**config.mk**
```make
export PLATFORM = sky130hd
export DESIGN_NAME = sync_fifo_lvl_flat
export DESIGN_NICKNAME = d
export VERILOG_FILES = /design/src/rtl/fifo_pkg.sv /design/src/rtl/sync_fifo_lvl_if.sv /design/src/rtl/fifo_wrap_ptr.sv /design/src/rtl/sync_fifo_lvl.sv /design/src/flat_wrapper.sv
export SDC_FILE = /design/constraint.sdc
export NUM_CORES = 1
export LEC_CHECK = 0
export ABC_CLOCK_PERIOD_IN_PS = 3700
export BUFFER_PORTS_ARGS = -buffer_cell sky130_fd_sc_hd__buf_2
export CORE_MARGIN = 5
export CORE_UTILIZATION = 60
export CTS_BUF_LIST = sky130_fd_sc_hd__clkbuf_8
export CTS_CLUSTER_DIAMETER = 80
export CTS_CLUSTER_SIZE = 10
export DETAILED_ROUTE_END_ITERATION = 8
export GPL_TIMING_DRIVEN = 0
export PLACE_DENSITY = 0.8
export SETUP_SLACK_MARGIN = 0.2
export SYNTH_ARGS = -nofsm -noshare
export SYNTH_HDL_FRONTEND = slang
export SYNTH_SLANG_ARGS = --single-unit
export TNS_END_PERCENT = 10
```
**constraint.sdc**
```tcl
create_clock -name i_clk -period 3.7 [get_ports i_clk]
set_input_delay 0 -clock i_clk [delete_from_list [all_inputs] [get_ports i_clk]]
set_output_delay 0 -clock i_clk [all_outputs]
set_load 0.05 [all_outputs]
```
**src/rtl/fifo_pkg.sv**
```systemverilog
// Shared FIFO helpers: constant clog2, level-flag bundle and its derivation
// from an occupancy count.
package fifo_pkg;

    localparam logic FLAG_SET = 1'b1;
    localparam logic FLAG_CLR = 1'b0;

    typedef struct packed {
        logic full;
        logic empty;
        logic afull;
        logic aempty;
    } lvl_flags_t;

    function automatic int unsigned clog2(input int unsigned value);
        int unsigned width;
        width = 0;
        for (int unsigned i = 0; i < 32; i++) begin
            if ((64'd1 << i) < 64'(value)) width = i + 1;
        end
        return width;
    endfunction

    function automatic lvl_flags_t level_flags(input int unsigned cnt,
                                               input int unsigned depth,
                                               input int unsigned afull_thr,
                                               input int unsigned aempty_thr);
        lvl_flags_t f;
        f.full   = (cnt == depth);
        f.empty  = (cnt == 0);
        f.afull  = (cnt >= afull_thr);
        f.aempty = (cnt <= aempty_thr);
        return f;
    endfunction

endpackage

```
**src/rtl/sync_fifo_lvl_if.sv**
```systemverilog
// Push/pop/status bundle for sync_fifo_lvl; master drives requests, slave is the FIFO.
interface sync_fifo_lvl_if
    import fifo_pkg::*;
#(
    parameter int unsigned WIDTH = 16,
    parameter int unsigned DEPTH = 8
);
    localparam int unsigned CW = clog2(DEPTH + 1);

    logic [WIDTH-1:0] i_wdata;
    logic             i_push;
    logic             i_pop;
    logic             i_flush;
    logic             i_err_clr;
    logic [WIDTH-1:0] o_rdata;
    logic             o_full;
    logic             o_not_full;
    logic             o_empty;
    logic             o_not_empty;
    logic             o_afull;
    logic             o_aempty;
    logic             o_overflow;
    logic             o_underflow;
    logic [CW-1:0]    o_count;

    modport master (
        output i_wdata, i_push, i_pop, i_flush, i_err_clr,
        input  o_rdata, o_full, o_not_full, o_empty, o_not_empty,
               o_afull, o_aempty, o_overflow, o_underflow, o_count
    );

    modport slave (
        input  i_wdata, i_push, i_pop, i_flush, i_err_clr,
        output o_rdata, o_full, o_not_full, o_empty, o_not_empty,
               o_afull, o_aempty, o_overflow, o_underflow, o_count
    );

endinterface

```
**src/rtl/fifo_wrap_ptr.sv**
```systemverilog
// Pointer counting 0..DEPTH-1 and wrapping, with synchronous clear.
module fifo_wrap_ptr
    import fifo_pkg::*;
#(
    parameter  int unsigned DEPTH = 8,
    localparam int unsigned AW    = clog2(DEPTH)
) (
    input  logic          i_clk,
    input  logic          i_rst_n,
    input  logic          inc,
    input  logic          clr,
    output logic [AW-1:0] ptr
);

    always_ff @(posedge i_clk or negedge i_rst_n) begin
        if (!i_rst_n) begin
            ptr <= '0;
        end else if (clr) begin
            ptr <= '0;
        end else if (inc) begin
            ptr <= (ptr == AW'(DEPTH - 1)) ? '0 : ptr + AW'(1);
        end
    end

endmodule

```
**src/rtl/sync_fifo_lvl.sv**
```systemverilog
// Show-ahead synchronous FIFO with registered occupancy, level flags and
// sticky overflow/underflow indicators.
module sync_fifo_lvl
    import fifo_pkg::*;
#(
    parameter int unsigned WIDTH      = 16,
    parameter int unsigned DEPTH      = 8,
    parameter int unsigned AFULL_THR  = DEPTH - 1,
    parameter int unsigned AEMPTY_THR = 1
) (
    input logic           i_clk,
    input logic           i_rst_n,
    sync_fifo_lvl_if.slave bus
);

    localparam int unsigned AW = clog2(DEPTH);
    localparam int unsigned CW = clog2(DEPTH + 1);

    logic [WIDTH-1:0] mem [DEPTH];
    logic [AW-1:0]    wptr;
    logic [AW-1:0]    rptr;
    logic [CW-1:0]    count;
    logic [CW-1:0]    count_nxt;
    lvl_flags_t       flags;
    logic             overflow;
    logic             underflow;
    logic             push_ok;
    logic             pop_ok;
    logic             wr_en;
    logic             rd_en;
    logic             ovf_set;
    logic             udf_set;

    // Flush wins over everything except error clearing; the error flags only
    // see push/pop conditions outside a flush cycle.
    always_comb begin
        push_ok = bus.i_push && (!flags.full || bus.i_pop);
        pop_ok  = bus.i_pop && !flags.empty;
        wr_en   = push_ok && !bus.i_flush;
        rd_en   = pop_ok && !bus.i_flush;
        ovf_set = !bus.i_flush && bus.i_push && flags.full && !bus.i_pop;
        udf_set = !bus.i_flush && bus.i_pop && flags.empty;
        if (bus.i_flush) count_nxt = '0;
        else             count_nxt = count + CW'(push_ok) - CW'(pop_ok);
    end

    fifo_wrap_ptr #(.DEPTH(DEPTH)) u_wptr (
        .i_clk  (i_clk),
        .i_rst_n(i_rst_n),
        .inc    (wr_en),
        .clr    (bus.i_flush),
        .ptr    (wptr)
    );

    fifo_wrap_ptr #(.DEPTH(DEPTH)) u_rptr (
        .i_clk  (i_clk),
        .i_rst_n(i_rst_n),
        .inc    (rd_en),
        .clr    (bus.i_flush),
        .ptr    (rptr)
    );

    always_ff @(posedge i_clk) begin
        if (wr_en) mem[wptr] <= bus.i_wdata;
    end

    always_ff @(posedge i_clk or negedge i_rst_n) begin
        if (!i_rst_n) begin
            count     <= '0;
            flags     <= level_flags(0, DEPTH, AFULL_THR, AEMPTY_THR);
            overflow  <= FLAG_CLR;
            underflow <= FLAG_CLR;
        end else begin
            count <= count_nxt;
            flags <= level_flags(32'(count_nxt), DEPTH, AFULL_THR, AEMPTY_THR);
            if (ovf_set)            overflow <= FLAG_SET;
            else if (bus.i_err_clr) overflow <= FLAG_CLR;
            if (udf_set)            underflow <= FLAG_SET;
            else if (bus.i_err_clr) underflow <= FLAG_CLR;
        end
    end

    assign bus.o_rdata     = mem[rptr];
    assign bus.o_count     = count;
    assign bus.o_full      = flags.full;
    assign bus.o_not_full  = !flags.full;
    assign bus.o_empty     = flags.empty;
    assign bus.o_not_empty = !flags.empty;
    assign bus.o_afull     = flags.afull;
    assign bus.o_aempty    = flags.aempty;
    assign bus.o_overflow  = overflow;
    assign bus.o_underflow = underflow;

endmodule
```
**src/flat_wrapper.sv**
```systemverilog
// flat-port wrapper written by rule: the top's interface ports become plain ports
module sync_fifo_lvl_flat import fifo_pkg::*;
#(
    parameter int unsigned WIDTH      = 16,
    parameter int unsigned DEPTH      = 8,
    parameter int unsigned AFULL_THR  = DEPTH - 1,
    parameter int unsigned AEMPTY_THR = 1
)
  (i_clk, i_rst_n, bus_i_wdata, bus_i_push, bus_i_pop, bus_i_flush, bus_i_err_clr, bus_o_rdata, bus_o_full, bus_o_not_full, bus_o_empty, bus_o_not_empty, bus_o_afull, bus_o_aempty, bus_o_overflow, bus_o_underflow, bus_o_count);
  sync_fifo_lvl_if #(.WIDTH(WIDTH), .DEPTH(DEPTH)) bus_i ();
  input logic i_clk;
  input logic i_rst_n;
  input wire logic [$bits(bus_i.i_wdata)-1:0] bus_i_wdata;
  input wire logic [$bits(bus_i.i_push)-1:0] bus_i_push;
  input wire logic [$bits(bus_i.i_pop)-1:0] bus_i_pop;
  input wire logic [$bits(bus_i.i_flush)-1:0] bus_i_flush;
  input wire logic [$bits(bus_i.i_err_clr)-1:0] bus_i_err_clr;
  output wire logic [$bits(bus_i.o_rdata)-1:0] bus_o_rdata;
  output wire logic [$bits(bus_i.o_full)-1:0] bus_o_full;
  output wire logic [$bits(bus_i.o_not_full)-1:0] bus_o_not_full;
  output wire logic [$bits(bus_i.o_empty)-1:0] bus_o_empty;
  output wire logic [$bits(bus_i.o_not_empty)-1:0] bus_o_not_empty;
  output wire logic [$bits(bus_i.o_afull)-1:0] bus_o_afull;
  output wire logic [$bits(bus_i.o_aempty)-1:0] bus_o_aempty;
  output wire logic [$bits(bus_i.o_overflow)-1:0] bus_o_overflow;
  output wire logic [$bits(bus_i.o_underflow)-1:0] bus_o_underflow;
  output wire logic [$bits(bus_i.o_count)-1:0] bus_o_count;
  assign bus_i.i_wdata = bus_i_wdata;
  assign bus_i.i_push = bus_i_push;
  assign bus_i.i_pop = bus_i_pop;
  assign bus_i.i_flush = bus_i_flush;
  assign bus_i.i_err_clr = bus_i_err_clr;
  assign bus_o_rdata = bus_i.o_rdata;
  assign bus_o_full = bus_i.o_full;
  assign bus_o_not_full = bus_i.o_not_full;
  assign bus_o_empty = bus_i.o_empty;
  assign bus_o_not_empty = bus_i.o_not_empty;
  assign bus_o_afull = bus_i.o_afull;
  assign bus_o_aempty = bus_i.o_aempty;
  assign bus_o_overflow = bus_i.o_overflow;
  assign bus_o_underflow = bus_i.o_underflow;
  assign bus_o_count = bus_i.o_count;
  sync_fifo_lvl #(.WIDTH(WIDTH), .DEPTH(DEPTH), .AFULL_THR(AFULL_THR), .AEMPTY_THR(AEMPTY_THR)) u_core (.i_clk(i_clk), .i_rst_n(i_rst_n), .bus(bus_i));
endmodule
```
# Word level (Yosys, flattened, before mapping)
# Memory sizes are Yosys's and may differ from the RTL's.
# Index checks and enable logic that the tools add are counted.
[op_classes] addsub=4 order_cmp=2 n_eq_ne=3 n_mux=12 n_reduce_logical=19
[op_table] cell="$mux W3" n=6
[op_table] cell="$logic_and A1 B1 Y1" n=9
[op_table] cell="$reduce_bool A2 Y1" n=4
[op_table] cell="$add A3 B1 Y3 const B" n=2
[op_table] cell="$eq A3 B3 Y1 const B" n=2
[op_table] cell="$mux W1" n=5
[op_table] cell="$add A4 B1 Y4" n=1
[op_table] cell="$eq A4 B4 Y1 const B" n=1
[op_table] cell="$ge A4 B3 Y1 const B" n=1
[op_table] cell="$le A4 B1 Y1 const B" n=1
[op_table] cell="$logic_not A1 Y1" n=4
[op_table] cell="$logic_not A4 Y1" n=1
[op_table] cell="$mux W4" n=1
[op_table] cell="$sub A4 B1 Y4" n=1
[op_table] cell="$logic_or A1 B1 Y1" n=1
[word_totals] regBits=16 elab_cells=50 n_memories=1 output_inout_bits=28 ram_bits=128 inputBits=22
[mem_list] name="u_core.mem" depth=8 word_bits=16 read_ports=1 rd_ports_with_merged_regs=0 write_ports=1 line="sync_fifo_lvl.sv:19" text="logic [WIDTH-1:0] mem [DEPTH];"

# Depth between registers and ports, before layout
# Gate-level depths: netlist of run 1.
[logic_depth] ltp_word=7 ltp_mapped=8 depth_no_buf=8

# Hierarchy
# A second synthesis of run 1 with hierarchy kept.
[hier_totals] hier_cells=274 hier_area_um2=5811.8
[modules_own_cells] mod="sync_fifo_lvl" n_inst=1 area_per_inst_um2=5509.0 seq_area_each_um2=4096.4 cells_per_inst=250
[modules_own_cells] mod="fifo_wrap_ptr" n_inst=2 area_per_inst_um2=151.4 seq_area_each_um2=75.1 cells_per_inst=12

# Worst setup path after synthesis of run 1
# No wires, ideal clock.
[synth_path] path_kind="register -> register" start="register u_core.flags, in the netlist u_core.bus.o_full" end="memory u_core.mem[0][0], enable pin" n_path_buf=0 setup_time_ps=409 arrival_ps=2358 required_time_ps=3291 stages_incl_launch_ff=4 slack_ps=933 cell_sequence="dfrtp_1 > nor2b_1 > or3_1 > nor3_1"
[synth_via] elab_chain_cells=6
[synth_rtl] element="from (decl)" line="sync_fifo_lvl.sv:24" text="lvl_flags_t flags;"
[synth_rtl] element="from (signal assigned)" line="sync_fifo_lvl.sv:70" text="flags <= level_flags(0, DEPTH, AFULL_THR, AEMPTY_THR);"
[synth_rtl] element="from (signal assigned)" line="sync_fifo_lvl.sv:75" text="flags <= level_flags(32'(count_nxt), DEPTH, AFULL_THR, AEMPTY_THR);"
[synth_rtl] element="$logic_not A1 Y1" line="sync_fifo_lvl.sv:37" text="push_ok = bus.i_push && (!flags.full || bus.i_pop);"
[synth_rtl] element="$logic_or A1 B1 Y1" line="sync_fifo_lvl.sv:37"
[synth_rtl] element="$logic_and A1 B1 Y1" line="sync_fifo_lvl.sv:37"
[synth_rtl] element="$logic_and A1 B1 Y1" line="sync_fifo_lvl.sv:39" text="wr_en = push_ok && !bus.i_flush;"
[synth_rtl] element="$mux W1" line="sync_fifo_lvl.sv:64" text="if (wr_en) mem[wptr] <= bus.i_wdata;"
[synth_rtl] element="$mux W1 (implied by the code)" line="sync_fifo_lvl.sv:64"
[synth_rtl] element="to (decl)" line="sync_fifo_lvl.sv:19"
# No other way between the ends.

# Final worst setup path of run 1
[layout_path] start="register u_core.flags, in the netlist u_core.bus.o_empty" end="register u_core.flags, in the netlist u_core.bus.o_empty"
[layout_via] elab_chain_cells=5
[layout_rtl] element="$logic_not A1 Y1" line="sync_fifo_lvl.sv:38" text="pop_ok = bus.i_pop && !flags.empty;"
[layout_rtl] element="$logic_and A1 B1 Y1" line="sync_fifo_lvl.sv:38"
[layout_rtl] element="$sub A4 B1 Y4" line="sync_fifo_lvl.sv:44" text="else count_nxt = count + CW'(push_ok) - CW'(pop_ok);"
[layout_rtl] element="$mux W4" line="sync_fifo_lvl.sv:43" text="if (bus.i_flush) count_nxt = '0;"
[layout_rtl] element="$logic_not A4 Y1" line="fifo_pkg.sv:30" text="f.empty = (cnt == 0);"
# No other way between the ends.
# A chain may end at the register's enable or synchronous reset.

==> impl_metrics.csv, run 1 <==
group,metric,value,unit
pwr,p_total,4.33,mW
clocking,ctsResizeCount,0,
clocking,htreeDepth,4,
synth,synth_top_area_cell,"edfxtp_1",
clocking,cts_buffers,17,
flow_run,drv_cap,0,
pwr,cellPowerDensity,617,nW/um^2
detailed_routing,firstDrtPassIters,4,
timing,max_freq,391,MHz
detailed_routing,vias_per_cell,5.74,
placed_design,gp_congestion,0.780,
timing,worst_pin_slew,0.815,ns
final_layout,areaGrowthSynthToFinish,21.5,%
floorplanning,dieHeight,108,um
detailed_routing,drtIter0Drc,205,
synth,seq_area_frac_synth,73.4,%
final_layout,final_common_cell,"edfxtp_1",
grt,met3_usage,4.78,%
timing,skew,0.0104,ns
grt,grt_antenna_before_repair,0,
final_layout,fillers,501,
grt,grt_pass1_wl,17.3,mm
timing,slew_headroom,45.3,%
critical_path,critPathSlowestCell,"dfstp_2",
synth,ys_seq_elements,144,
final_layout,final_core_util,75.3,%
floorplanning,rows,35,
critical_path,r2r-start,"u_core.bus.o_empty$_DFF_PN1_",
synth,synth_fp_nets,305,
clocking,worstSkewPairLatency,0.43,ns
synth,syn_area,5790,um^2
clocking,clkTransAtPathRegs,0.07,ns
critical_path,crit_family,"adder cells",
critical_path,crit_required,4.02,ns
clocking,clock_sinks,144,
critical_path,crit_path_end_kind,"register",
critical_path,critPathKind,"register to register",
floorplanning,die_width,108,um
critical_path,cp_common_cell,"ha_1",
grt,overflow,0,
final_layout,diodes,0,
placed_design,place_area,6360,um^2
min_path,hold_start,"bus_i_flush",
timing,fin_crit_sh,69.1,%
critical_path,cp-start-kind,"register",
timing,hold_viol,0,
synth,synth_cells,275,
synth,avgSynthCellArea,21.0,um^2
critical_path,cp_cell_sequence,"nor2b_1 -> ha_1 -> inv_1 -> ha_1 -> fa_1 -> xor2_1 -> or3_1 -> o31ai_1",
floorplanning,core-area,9330,um^2
grt,first_global_vias,3151,
final_layout,fin_cells,518,
detailed_routing,wl_per_cell,21.8,um
detailed_routing,vias,2973,
placed_design,placement.io_buffers,49,
pwr,vdd_ir_drop_max,0.308,mV
grt,grt_max_degree,17,
floorplanning,initial_core_util,62.0,%
final_layout,nets,406,
timing,final.setup.tns,0,ns
synth,synth_area_leaders,"edfxtp_1 66%, mux4_1 11%, dfrtp_1 6.1%",
critical_path,cp.arrival,2.88,ns
detailed_routing,drc,0,
floorplanning,dieArea,11700,um^2
critical_path,r2r_cells,8,
grt,use_met1,27.0,%
critical_path,r2r_setup_slack,1.14,ns
synth,netlist.area_leader.share,66.4,%
critical_path,cp.buffers_inverters,1,
final_layout,drive_gt1_share,32.6,%
timing,rsz0062_at_grt,"no",
placed_design,detailed_place_hpwl,7.07,mm
grt,gr-usage-met2,34.5,%
pwr,p_leak,2.50,nW
final_layout,final_cell_mix,"128 x edfxtp_1, 53 x buf_2, 25 x mux4_1, 24 x dlygate4sd3_1, 17 x clkbuf_8",
clocking,cts_tree,"built",
detailed_routing,drtAntennaViolNets,0,
floorplanning,io_pins,50,
synth,ys_types,37,
critical_path,slowest_delay,0.58,ns
grt,busiest_layer,"met2",
timing,fin_crit,2.56,ns
final_layout,final_area,7030,um^2
min_path,hold_path.class,"input pin to register",
grt,grtUsageTotal,20.6,%
placed_design,dp_cells,462,
clocking,cts-root-buf,"clkbuf_8",
timing,setup_viol,0,
min_path,worstHoldPathCells,3,
synth,yosys_warnings,0,
min_path,min_to,"u_core.bus.o_count[0]$_DFF_PN0_",
clocking,cts_buffer_depth,2,
outcome,status,"completed",
timing,report.final.slew_viol_count,0,
critical_path,cp_max_fo,5,
detailed_routing,routed_wl,11.3,mm
critical_path,r2r-end,"u_core.bus.o_empty$_DFF_PN1_",
cell usage after synthesis (all sizes together):
master / n
buf: 8
o2bb2ai: 1
a21oi: 6
a211oi: 1
and3: 1
mux2: 16
o41ai: 1
nand2b: 4
a21o: 1
a31oi: 1
mux4: 32
nand2: 1
nor2b: 4
dfrtp: 14
clkbuf: 3
o31ai: 1
nand4b: 1
a32o: 1
nand3: 4
nand4: 1
or4: 1
or3: 2
nand3b: 1
ha: 7
nor2: 10
xor2: 2
fa: 1
nor3: 2
dfstp: 2
o21ai: 3
and2: 1
xnor2: 2
inv: 10
mux2i: 1
edfxtp: 128
layout make-up:
type / instances / area, um^2 / share of cell area [%]
inverters: 10 / 37.5 / 0.534
well taps: 129 / 161 / 2.30
clock inverters: 15 / 191 / 2.72
flip-flops and latches: 144 / 4250 / 60.4
repair buffers: 82 / 631 / 8.97
multi-input cells: 110 / 1450 / 20.6
clock buffers: 17 / 234 / 3.33
plain buffers: 11 / 76.3 / 1.09
stage by stage:
step,hold WS (ns),worst slack (ns)
after floorplan,-0.296,0.933
final,0.314,1.14
after CTS,0.286,1.18
after global routing,0.312,1.08
after global placement,-0.0739,0.0931
after detailed placement,-0.0675,1.30
sequential cells by signal, summed over array words and instances, names as in the netlist:
signal	flops
u_core.bus.o_full	1
u_core.bus.o_count	4
u_core.bus.o_aempty	1
u_core.mem	128
u_core.bus.o_underflow	1
u_core.u_wptr.ptr	3
u_core.bus.o_afull	1
u_core.bus.o_empty	1
u_core.u_rptr.ptr	3
u_core.bus.o_overflow	1
worst max-delay path by stage:
| stage | start | depth (start not counted) | slack, ns | endpoint |
|---|---|---|---|---|
| floorplan | u_core.bus.o_full$_DFF_PN0_ | 3 | 0.93 | u_core.mem[0][0]$_DFFE_PP_ |
| global placement | u_core.bus.o_full$_DFF_PN0_ | 3 | 0.09 | u_core.mem[0][5]$_DFFE_PP_ |
| detailed placement | u_core.bus.o_empty$_DFF_PN1_ | 7 | 1.30 | u_core.bus.o_full$_DFF_PN0_ |
| CTS | u_core.bus.o_empty$_DFF_PN1_ | 7 | 1.18 | u_core.bus.o_empty$_DFF_PN1_ |
| global route | u_core.bus.o_empty$_DFF_PN1_ | 8 | 1.08 | u_core.bus.o_full$_DFF_PN0_ |
| finish | u_core.bus.o_empty$_DFF_PN1_ | 8 | 1.14 | u_core.bus.o_empty$_DFF_PN1_ |
worst register-to-register path, stage by stage, from the launching register on:
cell     delay (ns)
dfstp_2        0.58
nor2b_1        0.11
ha_1           0.29
inv_1          0.04
ha_1           0.22
fa_1           0.39
xor2_1         0.19
or3_1          0.37
o31ai_1        0.26
where the power goes:
group	total (mW)	internal, mW	switching (mW)
sequential	1.89	1.85	0.0416
combinational	1.13	0.405	0.721
clock	1.31	0.730	0.584
routing by layer:
layer,up-vias,part of all wire (%)
li1,1343,-
met1,1531,42
met2,93,53
met3,6,4.3
met4,0,0.84
met5,-,0
cells by family after synthesis:
group           count (synthesis)  synth area share, %
compound gates                 16                 1.75
xor+xnor                        4                0.606
fa+ha+maj                       8                 1.86
simple gates                   33                 3.05
mux                            49                 17.4
buf+inv                        21                 1.97
flops                         144                 73.4
timing repair:
| item | 4_1_cts | 5_1_grt |
|---|---|---|
| setup buffers | 0 | 0 |
| hold buffers | 24 | 0 |
| endpoints found under the hold margin | 153 | 0 |
Note: power is estimated with default switching activity, not from simulation.
==> run 2: changes to the inputs <==
ABC_CLOCK_PERIOD_IN_PS = 2100   (was 3700)
CORE_UTILIZATION = 55   (was 60)
PLACE_DENSITY = 0.77   (was 0.8)
clock period = 2.1 ns   (was 3.7 ns; I/O delays follow)
==> run 2 against run 1 <==
The run now ends with setup timing left. Register-to-register slack got worse by 1.4 ns. Core utilization fell by 3.4 points. Power rose by 95%. Critical path depth did not move. Combinational power rose to 2.6 times the previous value. Sequential share of layout area fell by 2.9 points. Clock power rose by 67%. Design area rose by 5.1%. Clock skew fell by 0.0035 ns. Critical path type unchanged.
==> impl_metrics.csv, run 2 (synthesis gave the netlist of run 1 again) <==
group,metric,value,unit
outcome,status,"finished with violations",
outcome,violations,"setup timing",
timing,report.final.slew_viol_count,0,
final_layout,largest_reg_flops,128,
placed_design,gp_congestion,0.752,
floorplanning,core-area,10300,um^2
grt,overflow,0,
final_layout,final_common_cell,"edfxtp_1",
timing,worst_pin_slew,1.01,ns
timing,fin_ws,-0.301,ns
critical_path,cp_max_fo,3,
pwr,power_frac_comb,34.3,%
pwr,cellPowerDensity,1140,nW/um^2
grt,first_global_vias,3247,
placed_design,detailed_place_hpwl,7.05,mm
grt,grt_pass1_wl,18.7,mm
final_layout,fillers,628,
floorplanning,io_pins,50,
timing,setup_viol,20,
timing,slew_headroom,32.6,%
floorplanning,dieHeight,113,um
final_layout,diodes,0,
min_path,worstHoldPathCells,4,
critical_path,critPathKind,"register to register",
critical_path,cp-start-kind,"register",
detailed_routing,drc,0,
clocking,clkTransAtPathRegs,0.07,ns
clocking,cts_tree,"built",
clocking,clock_sinks,144,
critical_path,crit_path_end_kind,"register",
pwr,p_switching,2.72,mW
clocking,cts_buffers,17,
detailed_routing,firstDrtPassIters,5,
pwr,intPower,5.72,mW
critical_path,crit_required,2.44,ns
final_layout,nets,416,
pwr,p_clk_share,25.9,%
timing,fin_crit_sh,114,%
grt,grtUsageTotal,20.3,%
timing,final.setup.tns,-1.21,ns
min_path,hold_start,"bus_i_push",
detailed_routing,wl_per_cell,24.0,um
critical_path,cp.arrival,2.74,ns
final_layout,drive_gt1_share,44.6,%
timing,hold_viol,0,
floorplanning,dieArea,12700,um^2
pwr,vdd_ir_drop_max,0.678,mV
floorplanning,rows,37,
detailed_routing,drtAntennaViolNets,0,
critical_path,r2r_cells,8,
timing,fin_crit,2.40,ns
timing,rsz0062_at_grt,"yes",
placed_design,placement.io_buffers,49,
final_layout,largest_register,"u_core.mem",
clocking,htreeDepth,4,
pwr,p_total,8.44,mW
grt,grt_antenna_before_repair,0,
grt,grt_max_degree,17,
detailed_routing,drtIter0Drc,260,
final_layout,areaGrowthSynthToFinish,27.7,%
detailed_routing,vias,3099,
final_layout,final_cell_mix,"128 x edfxtp_1, 34 x buf_2, 31 x mux4_2, 24 x dlygate4sd3_1, 17 x clkbuf_8",
pwr,p_leak,2.59,nW
clocking,worstSkewPairLatency,0.44,ns
clocking,cts-root-buf,"clkbuf_8",
flow_run,drv_cap,0,
detailed_routing,routed_wl,12.8,mm
floorplanning,die_width,113,um
min_path,hold_path.class,"input pin to register",
timing,skew,0.00690,ns
floorplanning,initial_core_util,56.3,%
detailed_routing,vias_per_cell,5.79,
pwr,seqPwrFrac,39.8,%
clocking,cts_buffer_depth,2,
pwr,switching_share,32.2,%
critical_path,cp-startpoint,"u_core.bus.o_empty$_DFF_PN1_",
timing,max_freq,416,MHz
critical_path,r2r-start,"u_core.bus.o_empty$_DFF_PN1_",
run 2: changes by cell type in the layout (fill, tap and decap cells not counted), sizes merged:
cell and delta:
bufinv -1, clkbuf +2, buf +8, inv +1
clkinv +2, clkinvlp -2
run 2: layer usage:
metal | wire length, um | global-route usage, % | vias to the layer above
met4 | 236 | 8.41 | 0
li1 | - | - | 1338
met1 | 5020 | 25.7 | 1603
met5 | 0 | 0 | -
met3 | 712 | 4.80 | 29
met2 | 6870 | 33.8 | 129
run 2: power by group through the flow:
| stage | sequential, mW | combinational [mW] | clock, mW |
|---|---|---|---|
| 2_1_floorplan | 3.64 | 1.25 | 0 |
| 3_3_place_gp | 3.41 | 1.88 | 0 |
| 3_5_place_dp | 3.41 | 1.94 | 0 |
| 4_1_cts | 3.34 | 2.52 | 2.20 |
| 5_1_grt | 3.37 | 3.03 | 2.37 |
| 6_report | 3.35 | 2.90 | 2.19 |
run 2: final timing paths:
check | end | slack [ns]
hold reg to reg | u_core.bus.o_underflow$_DFFE_PN0P_ | 0.49
max in group asynchronous | u_core.bus.o_full$_DFF_PN0_ | 0.82
min in group asynchronous | u_core.bus.o_aempty$_DFF_PN1_ | 0.09
setup reg to reg | u_core.bus.o_empty$_DFF_PN1_ | -0.30
hold / removal | u_core.u_wptr.ptr[0]$_DFFE_PN0P_ | 0.04
setup / recovery | u_core.bus.o_empty$_DFF_PN1_ | -0.30
run 2: layout make-up:
type / count / area (um^2) / area share [%]
clock buffers: 17 / 234 / 3.17
clock inverters: 15 / 165 / 2.24
inverters: 10 / 40.0 / 0.542
repair buffers: 92 / 883 / 12.0
flip-flops and latches: 144 / 4250 / 57.5
multi-input cells: 110 / 1520 / 20.6
well taps: 136 / 170 / 2.30
plain buffers: 11 / 121 / 1.64
run 2: timing repair:
| action | 4_1_cts | 5_1_grt |
|---|---|---|
| endpoints found under the setup margin | 67 | 113 |
| hold buffers | 24 | 0 |
| gates resized for setup | 76 | 30 |
| setup buffers | 6 | 3 |
| endpoints found under the hold margin | 153 | 0 |
| pin swaps | 7 | 5 |
| gates cloned | 1 | 2 |
run 2: per-stage QoR:
step / utilization, % / instances / hold WS [ns] / setup WS [ns] / cell area (um^2)
after global placement: 60.8 / 460 / -0.0722 / -0.620 / 6240
after global routing: 71.9 / 535 / 0.0725 / -0.328 / 7390
final: 71.9 / 535 / 0.0412 / -0.301 / 7390
after detailed placement: 62.1 / 467 / -0.0614 / -0.399 / 6380
after floorplan: - / 275 / -0.296 / -0.309 / 5830
after CTS: 70.9 / 530 / 0.00877 / -0.249 / 7280
run 2: critical path, cell delays in order (launching register included):
cell and delay (ns):
dfstp_4 0.63, nor2b_4 0.05, ha_4 0.27, inv_4 0.04, ha_4 0.16, fa_2 0.37
xor2_2 0.17, or3_4 0.37, o31ai_2 0.25
==> run 3: changes to the inputs <==
ABC_CLOCK_PERIOD_IN_PS = 2700   (was 2100)
CORE_UTILIZATION = 60   (was 55)
PLACE_DENSITY = 0.8   (was 0.77)
clock period = 2.7 ns   (was 2.1 ns; I/O delays follow)
==> run 3 against run 2 <==
The flow now finishes without violations. Hold slack improved by 0.021 ns. Register-to-register slack improved by 0.59 ns. Non-clock buffer count shrank 11. First-iteration DRC count shrank 30%. Largest power group unchanged.
==> impl_metrics.csv, run 3 (synthesis gave the netlist of run 1 again) <==
group,metric,value,unit
outcome,status,"completed",
critical_path,cp.arrival,2.74,ns
critical_path,cp_cell_sequence,"nor2b_2 -> ha_1 -> inv_1 -> ha_1 -> fa_2 -> or3_4 -> a211oi_4",
timing,hold_viol,0,
pwr,cellPowerDensity,840,nW/um^2
floorplanning,initial_core_util,62.0,%
pwr,vdd_ir_drop_max,0.625,mV
clocking,worstSkewPairLatency,0.43,ns
grt,overflow,0,
critical_path,crit_required,3.03,ns
clocking,cts_tree,"built",
critical_path,crit_path_end_kind,"register",
timing,final.setup.tns,0,ns
flow_run,drv_cap,0,
placed_design,dp_cells,461,
timing,fin_crit,2.41,ns
final_layout,fillers,520,
grt,grt_max_degree,17,
clocking,clock_sinks,144,
detailed_routing,drtIter0Drc,181,
final_layout,drive_gt1_share,34.4,%
detailed_routing,drc,0,
detailed_routing,drtAntennaViolNets,0,
pwr,p_total,5.90,mW
final_layout,diodes,0,
timing,rsz0062_at_grt,"no",
clocking,cts_buffer_depth,2,
final_layout,areaGrowthSynthToFinish,21.3,%
detailed_routing,vias_per_cell,5.73,
floorplanning,dieHeight,108,um
detailed_routing,wl_per_cell,21.9,um
final_layout,nets,405,
clocking,htreeDepth,4,
critical_path,cp_common_cell,"ha_1",
placed_design,place_area,6360,um^2
clocking,clkTransAtPathRegs,0.08,ns
placed_design,place_ws,0.0895,ns
critical_path,cp_max_fo,4,
placed_design,placement.io_buffers,49,
timing,worst_pin_slew,0.942,ns
timing,slew_headroom,36.9,%
final_layout,largest_register,"u_core.mem",
critical_path,cp-start-kind,"register",
floorplanning,rows,35,
final_layout,final_core_util,75.2,%
critical_path,slowest_delay,0.54,ns
timing,max_freq,415,MHz
detailed_routing,routed_wl,11.3,mm
placed_design,detailed_place_hpwl,7.32,mm
final_layout,final_common_cell,"edfxtp_1",
floorplanning,dieArea,11700,um^2
clocking,cts-root-buf,"clkbuf_8",
timing,fin_crit_sh,89.2,%
timing,report.final.slew_viol_count,0,
floorplanning,die_width,108,um
grt,grtUsageTotal,21.0,%
detailed_routing,vias,2956,
final_layout,final_cell_mix,"128 x edfxtp_1, 53 x buf_2, 25 x mux4_1, 23 x dlygate4sd3_1, 17 x clkbuf_8",
final_layout,fin_cells,516,
critical_path,critPathKind,"register to register",
floorplanning,core-area,9330,um^2
grt,grt_pass1_wl,17.5,mm
grt,first_global_vias,3063,
final_layout,final_area,7020,um^2
pwr,p_leak,2.48,nW
final_layout,largest_reg_flops,128,
placed_design,gp_congestion,0.773,
min_path,hold_path.class,"input pin to async pin",
timing,fin_ws,0.293,ns
floorplanning,io_pins,50,
grt,grt_antenna_before_repair,0,
detailed_routing,firstDrtPassIters,5,
timing,setup_viol,0,
timing,whs,0.0620,ns
clocking,cts_buffers,17,
critical_path,critPathSlowestCell,"dfstp_2",
timing,skew,0.00792,ns
==> run 3: path summary, 6_finish.rpt <==
path / startpoint / to / slack (ns) / cells after the start
setup / recovery: u_core.bus.o_empty$_DFF_PN1_ / u_core.bus.o_full$_DFF_PN0_ / 0.29 / 7
hold / removal: i_rst_n / u_core.bus.o_aempty$_DFF_PN1_ / 0.06 / 2
min in group i_clk: bus_i_flush / u_core.bus.o_count[0]$_DFF_PN0_ / 0.31 / 3
setup reg to reg: u_core.bus.o_empty$_DFF_PN1_ / u_core.bus.o_full$_DFF_PN0_ / 0.29 / 7
max in group asynchronous: i_rst_n / u_core.u_rptr.ptr[0]$_DFFE_PN0P_ / 1.55 / 3
hold reg to reg: u_core.bus.o_underflow$_DFFE_PN0P_ / u_core.bus.o_underflow$_DFFE_PN0P_ / 0.50 / 1
==> run 3: routing by layer <==
metal / track usage, % / part of all wire, %
met1: 28.8 / 42
met2: 33.9 / 51
met3: 5.67 / 6.2
met4: 5.95 / 1.1
met5: 0 / 0
==> run 3: area by class of cell <==
class	instances	area, um^2	area share (%)
Buffer	11	76.3	1.09
Sequential cell	144	4250	60.5
Inverter	10	37.5	0.535
Clock inverter	14	166	2.37
Tap cell	129	161	2.30
Timing Repair Buffer	81	617	8.79
Multi-Input combinational cell	110	1480	21.1
Clock buffer	17	234	3.33
==> run 3: critical path, delay by kind of cell (launching register included) <==
family	cells	cell delay, ns
buf+inv	1	0.06
flops	1	0.54
fa+ha+maj	3	0.96
compound gates	1	0.26
simple gates	2	0.49
==> run 3: timing repair <==
item,in CTS,in global routing
resized for setup,1,4
gates cloned,0,0
endpoints found under the hold margin,153,0
setup buffers,0,1
hold buffers,23,0
setup endpoints to repair,1,3
pin swaps,1,1
==> run 3: report_power, final <==
group | switching [mW] | internal, mW | total, mW | leakage (nW)
sequential | 0.0495 | 2.54 | 2.59 | 1.36
clock | 0.797 | 0.905 | 1.70 | 0.195
combinational | 1.02 | 0.584 | 1.60 | 0.925
